<file path="src/rtl/tick_pkg.sv">
// Shared constants for the tick divider: default counter width, default divisor
// and the smallest divisor a load may request.
package tick_pkg;

  localparam int TICK_DEFAULT_WIDTH = 16;
  localparam int TICK_DEFAULT_DIV   = 50000;
  localparam int TICK_MIN_DIV       = 2;

endpackage

</file>
<file path="src/rtl/tick_div_shadow.sv">
// Divisor management for tick_divider: active/shadow divisors, the pending flag
// and the sticky error raised by a rejected load.
module tick_div_shadow
  import tick_pkg::*;
#(
  parameter int WIDTH       = TICK_DEFAULT_WIDTH,
  parameter int DEFAULT_DIV = TICK_DEFAULT_DIV
) (
  input  logic             clock,
  input  logic             rst_n,
  input  logic             clear,
  input  logic             wrap,
  input  logic             div_load,
  input  logic [WIDTH-1:0] div_in,
  output logic [WIDTH-1:0] act,
  output logic             pending,
  output logic             div_err
);

  localparam logic [WIDTH-1:0] MIN_DIV_C   = WIDTH'(TICK_MIN_DIV);
  localparam logic [WIDTH-1:0] RESET_DIV_C = WIDTH'(DEFAULT_DIV);

  logic [WIDTH-1:0] act_r;
  logic [WIDTH-1:0] shd_r;
  logic             pending_r;
  logic             err_r;
  logic             accept_s;
  logic             reject_s;

  // Classify a load request; requests arriving while one is pending are dropped.
  always_comb begin
    accept_s = 1'b0;
    reject_s = 1'b0;
    if (div_load && !pending_r) begin
      if (div_in >= MIN_DIV_C) begin
        accept_s = 1'b1;
      end else begin
        reject_s = 1'b1;
      end
    end else begin
      accept_s = 1'b0;
      reject_s = 1'b0;
    end
  end

  // Divisor state: clear commits a pending or simultaneous load at once,
  // otherwise a pending divisor waits for the wrap so the running period finishes.
  always_ff @(posedge clock or negedge rst_n) begin
    if (!rst_n) begin
      act_r     <= RESET_DIV_C;
      shd_r     <= RESET_DIV_C;
      pending_r <= 1'b0;
      err_r     <= 1'b0;
    end else if (clear) begin
      err_r     <= 1'b0;
      pending_r <= 1'b0;
      if (pending_r) begin
        act_r <= shd_r;
      end else if (accept_s) begin
        act_r <= div_in;
      end else begin
        act_r <= act_r;
      end
    end else begin
      if (accept_s) begin
        shd_r     <= div_in;
        pending_r <= 1'b1;
      end else if (wrap && pending_r) begin
        act_r     <= shd_r;
        pending_r <= 1'b0;
      end else begin
        pending_r <= pending_r;
      end
      if (reject_s) begin
        err_r <= 1'b1;
      end else begin
        err_r <= err_r;
      end
    end
  end

  assign act     = act_r;
  assign pending = pending_r;
  assign div_err = err_r;

endmodule

</file>
<file path="src/rtl/tick_divider.sv">
// Programmable tick divider: one registered tick every N enabled clocks.
// Optional square-wave output is built only when TICK_DIVIDER_SQUARE_EN is defined.
module tick_divider
  import tick_pkg::*;
#(
  parameter int WIDTH       = TICK_DEFAULT_WIDTH,
  parameter int DEFAULT_DIV = TICK_DEFAULT_DIV
) (
  input  logic             clock,
  input  logic             rst_n,
  input  logic             enable,
  input  logic             clear,
  input  logic [WIDTH-1:0] div_in,
  input  logic             div_load,
  output logic             div_ready,
  output logic             div_err,
  output logic             tick,
  output logic [WIDTH-1:0] count,
  output logic             sq_out
);

  logic [WIDTH-1:0] count_r;
  logic             tick_r;
  logic [WIDTH-1:0] act_s;
  logic [WIDTH-1:0] last_s;
  logic             pending_s;
  logic             wrap_s;

  tick_div_shadow #(
    .WIDTH       (WIDTH),
    .DEFAULT_DIV (DEFAULT_DIV)
  ) u_shadow (
    .clock    (clock),
    .rst_n    (rst_n),
    .clear    (clear),
    .wrap     (wrap_s),
    .div_load (div_load),
    .div_in   (div_in),
    .act      (act_s),
    .pending  (pending_s),
    .div_err  (div_err)
  );

  assign last_s = act_s - WIDTH'(1);

  // A wrap is the enabled edge that ends the current period; clear pre-empts it.
  always_comb begin
    wrap_s = 1'b0;
    if (enable && !clear && (count_r == last_s)) begin
      wrap_s = 1'b1;
    end else begin
      wrap_s = 1'b0;
    end
  end

  // Phase counter and tick pulse.
  always_ff @(posedge clock or negedge rst_n) begin
    if (!rst_n) begin
      count_r <= '0;
      tick_r  <= 1'b0;
    end else if (clear) begin
      count_r <= '0;
      tick_r  <= 1'b0;
    end else if (wrap_s) begin
      count_r <= '0;
      tick_r  <= 1'b1;
    end else if (enable) begin
      count_r <= count_r + WIDTH'(1);
      tick_r  <= 1'b0;
    end else begin
      count_r <= count_r;
      tick_r  <= 1'b0;
    end
  end

`ifdef TICK_DIVIDER_SQUARE_EN
  logic sq_r;

  // Square wave flips on every wrap, giving period 2N at 50% duty.
  always_ff @(posedge clock or negedge rst_n) begin
    if (!rst_n) begin
      sq_r <= 1'b0;
    end else if (clear) begin
      sq_r <= 1'b0;
    end else if (wrap_s) begin
      sq_r <= ~sq_r;
    end else begin
      sq_r <= sq_r;
    end
  end

  assign sq_out = sq_r;
`else
  assign sq_out = 1'b0;
`endif

  assign tick      = tick_r;
  assign count     = count_r;
  assign div_ready = ~pending_s;

endmodule
</file>
<file path="config.mk">
export PLATFORM = sky130hd
export DESIGN_NAME = tick_divider
export DESIGN_NICKNAME = d
export VERILOG_FILES = /design/src/rtl/tick_pkg.sv /design/src/rtl/tick_div_shadow.sv /design/src/rtl/tick_divider.sv
export SDC_FILE = /design/constraint.sdc
export NUM_CORES = 1
export LEC_CHECK = 0
export CAP_MARGIN = 20
export CORE_MARGIN = 2
export CORE_UTILIZATION = 56
export DETAILED_ROUTE_END_ITERATION = 8
export PLACE_DENSITY = 0.8
export RECOVER_POWER = 50
export SLEW_MARGIN = 25
export SYNTH_ARGS = -nofsm -noshare
export SYNTH_HDL_FRONTEND = slang
export SYNTH_HIERARCHICAL = 1
export SYNTH_SLANG_ARGS = --single-unit
</file>
<file path="constraint.sdc">
create_clock -name clock -period 3.5 [get_ports clock]
set_input_delay 0.7 -clock clock [delete_from_list [all_inputs] [get_ports clock]]
set_output_delay 0.7 -clock clock [all_outputs]
set_load 0.005 [all_outputs]
</file>
After elaboration in Yosys (flattened, before gate mapping)
Cells that the tools add are included.

Flip-flop bits (word level): 51. Output and inout port bits: 20.

Add/sub/neg operators: 2. Bitwise gates (word level): 2. Mux-type cells: 20. Reductions and logical operators: 12. Magnitude comparators: 1. Eq/ne operators: 3.

Operators by type and width (number): 16-bit 2-to-1 mux (8); 16-bit by 1-bit adder with 16-bit output (second input constant) (1); 16-bit equality test (1); 16-bit by 2-bit >= comparator with 1-bit output (second input constant) (1); 16-bit by 1-bit subtractor with 16-bit output (second input constant) (1); 1-bit 2-to-1 mux (12); 3-bit nonzero test (2); 1-bit logical AND (4); 2-bit nonzero test (2); 3-bit by 1-bit inequality test with 1-bit output (second input constant) (1); 3-bit AND reduction (1); 1-bit zero test (2); 2-bit inequality test (second input constant) (1); 1-bit NOT (2); 2-bit AND reduction (1).

Longest topological paths before layout
Gate-level depths: netlist of the first run.

Word-level depth: 8. Mapped depth: 14. Depth with buffers taken out: 11.

Cells and area by module
Netlist of the first run, hierarchy kept.

Modules (own cells, without submodules): tick_divider (cells each 190, times used 1, area an instance 1759.2 µm²); tick_div_shadow (cells each 103, times used 1, area an instance 1595.3 µm²).

Worst setup path before layout of the first run
No wires, ideal clock.

Path type: reg-to-reg. Start: reg u_shadow.act_r[0] (netlist: u_shadow/act[0]). End: reg u_shadow.act_r[1] (netlist: u_shadow/act[1]). Setup time: 125 ps. Cell stages (with the launch flop): 15. Data required time: 3375 ps. Data arrival time: 2946 ps. Path slack: 430 ps. Cell sequence: dfrtp_1 > inv_1 > ha_1 > buf_2 > nor2b_1 > a21oi_2 > nor4b_4 > nand3_1 > nor4_1 > nor3b_1 > a21oi_1 > o21ba_2 > buf_6 > buf_6 > mux2_2.

Longest elaborated chain between the ends: 7.

Ends and longest elaborated chain: from (decl) (line tick_div_shadow.sv:23) `logic [WIDTH-1:0] act_r;`; from (signal assigned) (line tick_div_shadow.sv:58) `act_r <= shd_r;`; from (signal assigned) (line tick_div_shadow.sv:60) `act_r <= div_in;`; from (signal assigned) (line tick_div_shadow.sv:62) `act_r <= act_r;`; 16-bit by 1-bit subtractor with 16-bit output (line tick_divider.sv:44) `assign last_s = act_s - WIDTH'(1);`; 16-bit equality test (line tick_divider.sv:49) `if (enable && !clear && (count_r == last_s)) begin`; 1-bit logical AND (line tick_divider.sv:49); 1-bit 2-to-1 mux (line tick_divider.sv:49); net wrap_s (line tick_divider.sv:27) `logic wrap_s;`; 1-bit logical AND (line tick_div_shadow.sv:68) `end else if (wrap && pending_r) begin`; 2-bit nonzero test (no line); 3-bit AND reduction (no line).

The timed path passes the listed nets, and every way through them passes these cells. A chain may end at the register's enable or synchronous reset.

Final worst setup path of the first run
Start: reg u_shadow.act_r[1] (netlist: u_shadow/act[1]). End: reg u_shadow.act_r[1] (netlist: u_shadow/act[1]).

Same word-level chain as after synthesis.

==> metrics.txt, run 1 <==
status complete, but fails checks; failing checks capacitance limit, slew limit; Vias 2485; critical path required time 3.70 ns; sequential area share after synthesis 38.5%; Cell Chain, Critical Path inv_1 > ha_2 > nor2b_1 > a21oi_2 > nor4b_4 > nand3_1 > nor4_1 > nor3b_1 > a21oi_1 > o21ba_4 > mux2_2; Reg power frac 47.6%; fin cells 406; complex-gate fraction of the synthesized area 11.2%; Ys Warns 6; Inst Count DP 398; setup TNS 0 ns; Synth Area in XOR/XNOR 6.64%; CTS Sinks 51; post-route clock period utilization 92.7%; multiplexer share of the synthesized area 17.1%; worst skew pair latency 0.31 ns; FMAX 308 MHz; Worst-path clk slew 0.10 ns; Critical Path Max Stage Delay 0.46 ns; DR DRC count 0; HPWL after detailed placement 5090 um; Post-Synth Adder-Cell Area 0.746%; peak supply drop 299 uV; slew margin rel. -75.1%; Antenna Nets Post-Route 0; number of global-route vias before repair 2446; pin count of the biggest net entering global routing 51; first-pass GRT wire length 12000 um; ANT cells 0; Total GRT Usage 23.4%; CORE AREA 0.00585 sq mm; Synth cell types 60; Tmin final 3.24 ns; final setup fails 0; Vias/cell 6.12; final WL 7130 um; synthesis-to-finish area growth 15.1%; Tightest Pin Transition 2.63 ns; Leak Pwr 1.52 nW; unrepaired setup endpoints after global routing no; Initial Util 57.3%; Post-Syn Area 0.00335 sq mm; drt pass-1 iters 4; Cell Rows 28; Syn Inst Count 293; number of synthesized flops with an enable pin 0; commonest non-fill, non-tap cell in the layout dfrtp_1; chip width 81.4 um; filler cell count 440; GP Congestion 0.879; Switching Share 34.9%; CTS Buffer Depth 2; CP startpoint kind register; Die Area 0.00663 sq mm; Post-synth ARST share 100%; CTS buffer count 5; largest family of logic cells by synthesized area simple AND/OR/NAND/NOR gates; layout cells sized above 1 31.1%; PortBufs 39; NumNets Final 353; Net Sw Power 0.000627 W; IO Pins 41; Max Cap Viol 1; Final Hold Vio Count 0; average size of a mapped cell 11.4 sq um; Worst path top cell family by delay simple AND/OR/NAND/NOR gates; Mapped Nets 316; Max Slew Vio Count 51; peak fanout along the critical path 16; class of the worst hold path reg -> reg; clock power share 19.6%; chip height 81.4 um; CP bufs+invs 1; critical path arrival 3.45 ns; H-tree Lvls 2; grt ovf 0; CP Class reg -> reg; Yosys reg bits 51; CP max-delay cell dfrtp_1; Int Pwr 0.00117 W; clk root buf clkbuf_8; Comb power frac 32.9%; commonest cells after routing, fill and taps aside dfrtp_1 (39), mux2_2 (37), clkdlybuf4s50_1 (29); Post-Synth Simple-Gate Area 21.6%; WL/cell 17.6 um; Clock Skew 0.0123 ns; CP Capture Type register; initial antenna violation count 0; Main synth FF type dfrtp_1; Pwr Density 465 mW/mm^2; CTS tree done; 1st-iter DRT viols 125
[per-layer routing]
layer | GRT usage, % | vias to the layer above | routed length [um]
li1 | - | 1175 | -
met1 | 32.3 | 1244 | 3280
met2 | 37.2 | 60 | 3480
met3 | 4.22 | 6 | 274
met4 | 7.97 | 0 | 100
met5 | 0 | - | 0
[power groups by stage]
stage	Combinational [W]	Clock [W]	Sequential, W
after floorplan	0.000456	0	0.000830
after global placement	0.000562	0	0.000859
after detailed placement	0.000577	0	0.000862
after CTS	0.000583	0.000365	0.000851
after global routing	0.000633	0.000384	0.000873
final	0.000589	0.000351	0.000853
[logic make-up after synthesis]
family	Yosys count
adder cells (fa/ha/maj)	2
AO/OA/AOI/OAI	40
other	1
AND/OR/NAND/NOR	106
multiplexers	48
XOR/XNOR	23
flip-flops	51
buffers and inverters	22
[final cells by class]
type                    instances  area [sq um]  share of cell area [%]
multi-input cells             220          1930                    50.0
well taps                      75          93.8                    2.43
inverters                       7          26.3                   0.681
repair buffers                 45           425                    11.0
flip-flops and latches         51          1290                    33.5
clock buffers                   5          68.8                    1.78
clock inverters                 3          22.5                   0.583
[stage by stage]
stage / worst slack (ns) / utilization (%) / hold slack (ns) / instance area, sq um / power [W]
floorplan: 0.430 / - / 0.404 / 3350 / 0.00129
global placement: 0.196 / 64.3 / 0.482 / 3760 / 0.00142
detailed placement: 0.0662 / 64.4 / 0.490 / 3770 / 0.00144
CTS: 0.0451 / 66.0 / 0.423 / 3860 / 0.00180
global route: 0.0510 / 66.0 / 0.536 / 3860 / 0.00189
finish: 0.255 / 66.0 / 0.506 / 3860 / 0.00179
[state kept, by name (all words and copies together) (netlist names)]
name              count
u_shadow/pending      1
tick                  1
u_shadow/div_err      1
u_shadow/act         16
u_shadow/shd_r       16
count                16
[timing repair]
item                                    CTS  global route
setup buffers                             0             0
gates resized for setup                   0             2
hold buffers                              0             0
endpoints found under the setup margin    0            16
[synthesized netlist by cell type, types with 3 or more instances]
| cell | count | area, sq um |
|---|---|---|
| clkbuf_1 | 5 | 18.8 |
| nor2_1 | 9 | 33.8 |
| buf_6 | 4 | 45.0 |
| dfrtp_1 | 39 | 976 |
| nand3b_1 | 11 | 82.6 |
| and3_1 | 3 | 18.8 |
| xor2_1 | 5 | 43.8 |
| inv_1 | 7 | 26.3 |
| o31ai_1 | 4 | 30.0 |
| nand4_1 | 6 | 37.5 |
| and2_1 | 3 | 18.8 |
| nor3_1 | 3 | 15.0 |
| a21oi_1 | 5 | 25.0 |
| o22ai_2 | 11 | 138 |
| nand2_1 | 12 | 45.0 |
| buf_2 | 3 | 15.0 |
| mux2_2 | 37 | 417 |
| mux2_4 | 9 | 135 |
| xnor2_1 | 16 | 140 |
| nor4_4 | 3 | 63.8 |
| or3_1 | 12 | 75.1 |
| dfstp_2 | 12 | 315 |
| and4_1 | 3 | 26.3 |
| nor4_1 | 7 | 43.8 |
| nand3_1 | 17 | 85.1 |
[worst register-to-register path: stages (launching register included)]
cell,delay (ns)
dfrtp_1,0.46
inv_1,0.09
ha_2,0.30
nor2b_1,0.24
a21oi_2,0.10
nor4b_4,0.36
nand3_1,0.12
nor4_1,0.37
nor3b_1,0.23
a21oi_1,0.11
o21ba_4,0.39
mux2_2,0.38
[worst paths after layout]
kind / endpoint / cells after the start / startpoint / slack [ns]
min reg2reg: u_shadow/div_err$_DFFE_PN0P_ / 2 / u_shadow/div_err$_DFFE_PN0P_ / 0.51
min in group asynchronous: u_shadow/shd_r[12]$_DFFE_PN0P_ / 1 / rst_n / 1.20
max: u_shadow/act[1]$_DFFE_PN0P_ / 11 / u_shadow/act[1]$_DFFE_PN0P_ / 0.26
max reg2reg: u_shadow/act[1]$_DFFE_PN0P_ / 11 / u_shadow/act[1]$_DFFE_PN0P_ / 0.26
min: u_shadow/div_err$_DFFE_PN0P_ / 2 / u_shadow/div_err$_DFFE_PN0P_ / 0.51
max in group asynchronous: count[6]$_DFFE_PN0P_ / 1 / rst_n / 0.81
(Power assumes the default switching activity.)
==> run 2, diff against run 1 <==
Settings changed: RECOVER_POWER 50 to not set.
==> metrics.txt, run 2 (synthesized netlist as in run 1, its figures left out) <==
commonest non-fill, non-tap cell in the layout dfrtp_1; peak fanout along the critical path 16; commonest cells after routing, fill and taps aside dfrtp_1 (39), clkdlybuf4s50_1 (38), mux2_2 (37); unrepaired setup endpoints after global routing no; WL/cell 17.6 um; final WL 7140 um; Final Hold Vio Count 0; final setup fails 0; Clock Skew 0.0125 ns; Vias 2479; DR DRC count 0; Cell Rows 28; Tightest Pin Transition 0.684 ns; Worst path top cell family by delay simple AND/OR/NAND/NOR gates; chip height 81.4 um; first-pass GRT wire length 12000 um; GP Congestion 0.879; setup TNS 0 ns; class of the worst hold path in -> async; Critical Path Max Stage Delay 0.46 ns; PortBufs 39; CORE AREA 0.00585 sq mm; worst skew pair latency 0.31 ns; 1st-iter DRT viols 126; Vias/cell 6.11; Pwr Density 464 mW/mm^2; ANT cells 0; critical path arrival 3.45 ns; CTS Buffer Depth 2; slew margin rel. 54.3%; Die Area 0.00663 sq mm; synthesis-to-finish area growth 15.3%; status finished clean; HPWL after detailed placement 5090 um; post-CTS setup buffers 0; CP bufs+invs 1; CTS Sinks 51; clk root buf clkbuf_8; CTS tree done; peak supply drop 299 uV; chip width 81.4 um; CTS buffer count 5; CP startpoint kind register; layout cells sized above 1 31.7%; H-tree Lvls 2; drt pass-1 iters 4; Leak Pwr 1.50 nW; grt ovf 0; Max Slew Vio Count 0; Worst-path clk slew 0.10 ns; Cell Chain, Critical Path inv_1 > ha_2 > nor2b_1 > a21oi_2 > nor4b_4 > nand3_1 > nor4_1 > nor3b_1 > a21oi_1 > o21ba_4 > mux2_2; CP Capture Type register; number of global-route vias before repair 2446; Total GRT Usage 23.4%; post-route clock period utilization 92.7%; CP max-delay cell dfrtp_1; CP Class reg -> reg; initial antenna violation count 0; NumNets Final 353; WHS 0.392 ns; Initial Util 57.3%; Tmin final 3.25 ns; Max Cap Viol 0; FMAX 308 MHz; critical path required time 3.70 ns; pin count of the biggest net entering global routing 51; IO Pins 41; Antenna Nets Post-Route 0
[run 2: cell types whose count changed in the layout (fill, tap and decap cells not counted)]
cell             previous run  this run
buf_4                       5         7
clkbuf_1                    2         0
dlygate4sd3_1               9         0
clkdlybuf4s50_1            29        38
[run 2: where the power goes]
group	total (W)	leakage (nW)	switching (W)	internal, W
Clock	0.000351	0.0485	0.000208	0.000144
Sequential	0.000853	0.625	0.000135	0.000718
Combinational	0.000591	0.822	0.000284	0.000307
[run 2: cell type report]
cell class | count | area (sq um)
inverters | 7 | 26.3
flip-flops and latches | 51 | 1290
well taps | 75 | 93.8
multi-input cells | 220 | 1930
clock buffers | 5 | 68.8
clock inverters | 3 | 22.5
fillers | 436 | 1980
repair buffers | 45 | 433
[run 2: what timing repair did]
item | 4_1_cts | 5_1_grt
hold buffers | 0 | 0
setup endpoints to repair | 0 | 16
resized for setup | 0 | 2
hold endpoints to repair | 0 | 0
[run 2: final timing paths]
path                                                from                        endpoint  slack (ns)  cells after the start
max                          u_shadow/act[1]$_DFFE_PN0P_     u_shadow/act[1]$_DFFE_PN0P_        0.25                     11
min                                                rst_n  u_shadow/shd_r[12]$_DFFE_PN0P_        0.39                      1
max reg2reg                  u_shadow/act[1]$_DFFE_PN0P_     u_shadow/act[1]$_DFFE_PN0P_        0.25                     11
min reg2reg                u_shadow/shd_r[5]$_DFFE_PN0P_   u_shadow/shd_r[5]$_DFFE_PN0P_        0.51                      1
max in group asynchronous                          rst_n   u_shadow/shd_r[6]$_DFFE_PN1P_        2.51                      2
min in group clock         u_shadow/shd_r[5]$_DFFE_PN0P_   u_shadow/shd_r[5]$_DFFE_PN0P_        0.51                      1
[run 2: per-stage QoR]
stage	setup slack (ns)	power [W]	area [sq um]	cells	utilization [%]
detailed placement	0.0662	0.00144	3770	398	64.4
floorplan	0.430	0.00129	3350	293	-
global placement	0.196	0.00142	3760	398	64.3
finish	0.254	0.00180	3870	406	66.1
CTS	0.0451	0.00180	3860	406	66.0
global route	0.0510	0.00189	3870	406	66.1
[run 2: per-layer routing]
layer | GRT usage, % | vias to the layer above | share of wire, %
met4 | 7.97 | 0 | 1.4
met1 | 32.3 | 1236 | 46
met3 | 4.22 | 6 | 3.6
li1 | - | 1175 | -
met2 | 37.2 | 62 | 49
met5 | 0 | - | 0
==> run 3, diff against run 2 <==
Settings changed: GPL_ROUTABILITY_DRIVEN set to 0, SKIP_LAST_GASP set to 1.
==> metrics.txt, run 3 (synthesized netlist as in run 1, its figures left out) <==
number of global-route vias before repair 2396; CTS tree done; synthesis-to-finish area growth 15.7%; critical path arrival 3.46 ns; filler cell count 454; Critical Path Max Stage Delay 0.46 ns; Inst Count DP 398; R2R depth 11; DR DRC count 0; Switching Share 34.7%; Worst-path clk slew 0.10 ns; peak fanout along the critical path 10; placed cell areas 0.00377 sq mm; final setup fails 0; Total GRT Usage 22.9%; WL/cell 17.5 um; Die Area 0.00663 sq mm; Max Slew Vio Count 0; IO Pins 41; class of the worst hold path in -> async; post-route clock period utilization 92.8%; worst skew pair latency 0.32 ns; Int Pwr 0.00117 W; Worst R2R End u_shadow/act[7]$_DFFE_PN0P_; Cell Chain, Critical Path inv_1 > ha_2 > nor2b_1 > a21oi_2 > nor4b_4 > nand3_1 > nor4_2 > nor3b_1 > a21oi_1 > o21ba_2 > mux2_2; status finished clean; layout cells sized above 1 31.9%; R2R setup slack 0.25 ns; drt pass-1 iters 4; WHS 0.386 ns; Max Cap Viol 0; initial antenna violation count 0; pre-CTS setup slack -0.0318 ns; area occupied by multi-input gates 0.00195 sq mm; Tmin final 3.25 ns; critical path required time 3.71 ns; Leak Pwr 1.50 nW; reg2reg start u_shadow/act[1]$_DFFE_PN0P_; clk root buf clkbuf_8; commonest non-fill, non-tap cell in the layout dfrtp_1; Vias/cell 6.09; Final Hold Vio Count 0; PortBufs 39; H-tree Lvls 2; clock power share 19.7%; Reg power frac 47.6%; Antenna Nets Post-Route 0; CTS Sinks 51; Finished Core Util 66.4%; Tightest Pin Transition 0.678 ns; pin count of the biggest net entering global routing 50; Clock Skew 0.00878 ns; commonest cells after routing, fill and taps aside dfrtp_1 (39), clkdlybuf4s50_1 (38), mux2_2 (37); FF+latch area 0.00129 sq mm; Initial Util 57.3%; first-pass GRT wire length 11700 um; CP Capture Type register; CTS Buffer Depth 2; NumNets Final 354; grt ovf 0; unrepaired setup endpoints after global routing no; 1st-iter DRT viols 159; slew margin rel. 54.7%; CTS hold repair buffers 0; CP max-delay cell dfrtp_1; final worst setup slack 0.251 ns; Cell Rows 28; final WL 7130 um; fin cells 407; peak supply drop 272 uV; Pwr Density 461 mW/mm^2; Comb power frac 32.7%; HPWL after detailed placement 5030 um; Net Sw Power 0.000622 W; Vias 2477; CORE AREA 0.00585 sq mm; CP startpoint kind register; ANT cells 0; CP Class reg -> reg; Final Cell Area 0.00388 sq mm; CTS buffer count 5; chip width 81.4 um; chip height 81.4 um; FMAX 308 MHz
run 3: worst max path at each step:
stage	cells after the start	slack (ns)	startpoint	end
after floorplan	14	0.43	u_shadow/act[0]$_DFFE_PN0P_	u_shadow/act[1]$_DFFE_PN0P_
after global placement	11	0.22	u_shadow/act[1]$_DFFE_PN0P_	u_shadow/act[10]$_DFFE_PN0P_
after detailed placement	11	-0.03	u_shadow/act[1]$_DFFE_PN0P_	u_shadow/act[11]$_DFFE_PN0P_
after CTS	11	0.06	u_shadow/act[1]$_DFFE_PN0P_	u_shadow/act[10]$_DFFE_PN0P_
after global routing	11	0.02	u_shadow/act[1]$_DFFE_PN0P_	u_shadow/act[7]$_DFFE_PN0P_
final	11	0.25	u_shadow/act[1]$_DFFE_PN0P_	u_shadow/act[7]$_DFFE_PN0P_
run 3: critical path: cells and delay by family, from the launching register on:
family	cells	cell delay (ns)
buffers and inverters	1	0.09
AND/OR/NAND/NOR	5	1.29
flip-flops	1	0.46
multiplexers	1	0.36
AO/OA/AOI/OAI	3	0.65
adder cells (fa/ha/maj)	1	0.31
run 3: per-stage QoR:
step	setup TNS (ns)	power, W
after floorplan	0	0.00129
after global placement	0	0.00141
after detailed placement	-0.249	0.00144
after CTS	0	0.00180
after global routing	0	0.00189
final	0	0.00179
run 3: metal layers:
| metal | vias to the layer above | track usage, % | wire, um |
|---|---|---|---|
| met2 | 46 | 37.5 | 3510 |
| li1 | 1178 | - | - |
| met3 | 8 | 3.44 | 200 |
| met5 | - | 0 | 0 |
| met4 | 0 | 6.95 | 92 |
| met1 | 1245 | 31.3 | 3330 |
run 3: power groups by stage:
stage,Sequential (W),Combinational [W],Clock (W)
after floorplan,0.000830,0.000456,0
after global placement,0.000857,0.000557,0
after detailed placement,0.000864,0.000574,0
after CTS,0.000852,0.000579,0.000366
after global routing,0.000870,0.000634,0.000387
final,0.000852,0.000586,0.000354
run 3: area by class of cell:
type                       instances  share of cell area [%]
tap                               75                    2.42
clock buffer                       6                    1.87
multi-input combinational        221                    50.2
inverter                           7                   0.677
sequential                        51                    33.3
timing repair buffer              45                    11.2
clock inverter                     2                   0.451
run 3: timing repair:
action / CTS / global route
gates resized for setup: 1 / 2
buffers inserted: 0 / 0
cloned: 0 / 1
endpoints found under the setup margin: 16 / 16
==> RTL change (flow settings as in run 2) <==
The package constant `TICK_DEFAULT_WIDTH` goes from 16 to 14.
--- a/src/rtl/tick_pkg.sv
+++ b/src/rtl/tick_pkg.sv
@@ -3,5 +3,5 @@
 package tick_pkg;
 
-  localparam int TICK_DEFAULT_WIDTH = 16;
+  localparam int TICK_DEFAULT_WIDTH = 14;
   localparam int TICK_DEFAULT_DIV   = 50000;
   localparam int TICK_MIN_DIV       = 2;
Ports: changed (resized count and div_in); port bits go from 41 to 37. The function was not compared with the original's and may differ.
==> RTL change against run 2 <==
  * Area after synthesis decreased by 20%
  * Wire length shrank 23%
  * Via count shrank 22%
  * Sequential cell count decreased by 6
  * Largest power group unchanged
  * Combinational power down 24%
  * Cell area fell by 18%
  * Total power decreased by 12%
  * Worst setup slack worse by 0.048 ns
  * Clock power rose by 11%
==> RTL change: results (changes against run 2) <==
outcome: "completed"  # unchanged
timing.hold.ws_ns: 0.388  # was 0.392 ns
synth_area_leaders: "dfrtp_1 (34%), mux2_2 (14%), dfstp_2 (7.8%)"  # was dfrtp_1 (29%), mux2_2 (12%), dfstp_2 (9.4%)
cp-startpoint: "u_shadow/act[0]"  # was u_shadow/act[1]
syn-num-nets: 261  # was 316
drtIter0Drc: 91  # was 126
placed_area_sq_mm: 0.00306  # was 0.00377 sq mm
io_buffers: 35  # was 39
ys_seq_area_frac: 0.422  # was 0.385
fillers: 378  # was 436
multi_input_gates: 180  # was 220
dr_wl_met2_mm: 2.72  # was 3.49 mm
grt_max_degree: 46  # was 51
grtUsageMet1: 0.302  # was 0.323
peakVddDrop_mv: 0.263  # was 0.299 mV
r2r_cells: 13  # was 11
synth_compound_area_frac: 0.0730  # was 0.112
synthXorXnorAreaFrac: 0.0977  # was 0.0664
finClkSkew_ns: 0.00495  # was 0.0125 ns
n_clock_buffer: 6  # was 5
row_count: 25  # was 28
grt_usage: 0.223  # was 0.234
clk_share: 0.0350  # was 0.0236
drt-met1-wl_mm: 2.57  # was 3.29 mm
nets: 297  # was 353
synthAdderAreaFrac: 0.00930  # was 0.00746
placed_cells: 322  # was 398
num-nonclk-buffers: 40  # was 45
sh_seq_area: 0.357  # was 0.334
cp.arrival_ns: 3.48  # was 3.45 ns
vias: 1939  # was 2479
first_global_vias: 1987  # was 2446
place_congestion: 0.822  # was 0.879
syn_to_final_growth_pct: 18.3  # was 15.3%
met3_length_um: 129  # was 258 um
RTL change: cell types whose count changed in the layout (fill, tap and decap cells not counted), moves of 10 or more:
| cell | before | now |
|---|---|---|
| nand3b_1 | 11 | 1 |
| o22ai_2 | 11 | 0 |
| or3_1 | 12 | 2 |
| nand3_1 | 17 | 6 |
| xor2_1 | 5 | 16 |
| nor2_1 | 9 | 22 |
RTL change: critical path, delay by kind of cell (launching register included):
family	cells	cell delay, ns
buf+inv	2	0.28
simple gates	5	1.39
mux	1	0.29
compound gates	4	0.60
flops	1	0.42
fa+ha+maj	1	0.18
RTL change: power breakdown:
part / switching (uW) / internal, uW / leakage, uW
Clock: 176 / 214 / 0.0000554
Combinational: 201 / 251 / 0.000714
Sequential: 105 / 629 / 0.000554
RTL change: what timing repair did:
action	CTS	global route
hold buffers	0	0
endpoints found under the setup margin	0	14
buffers inserted	0	1
resized for setup	0	1
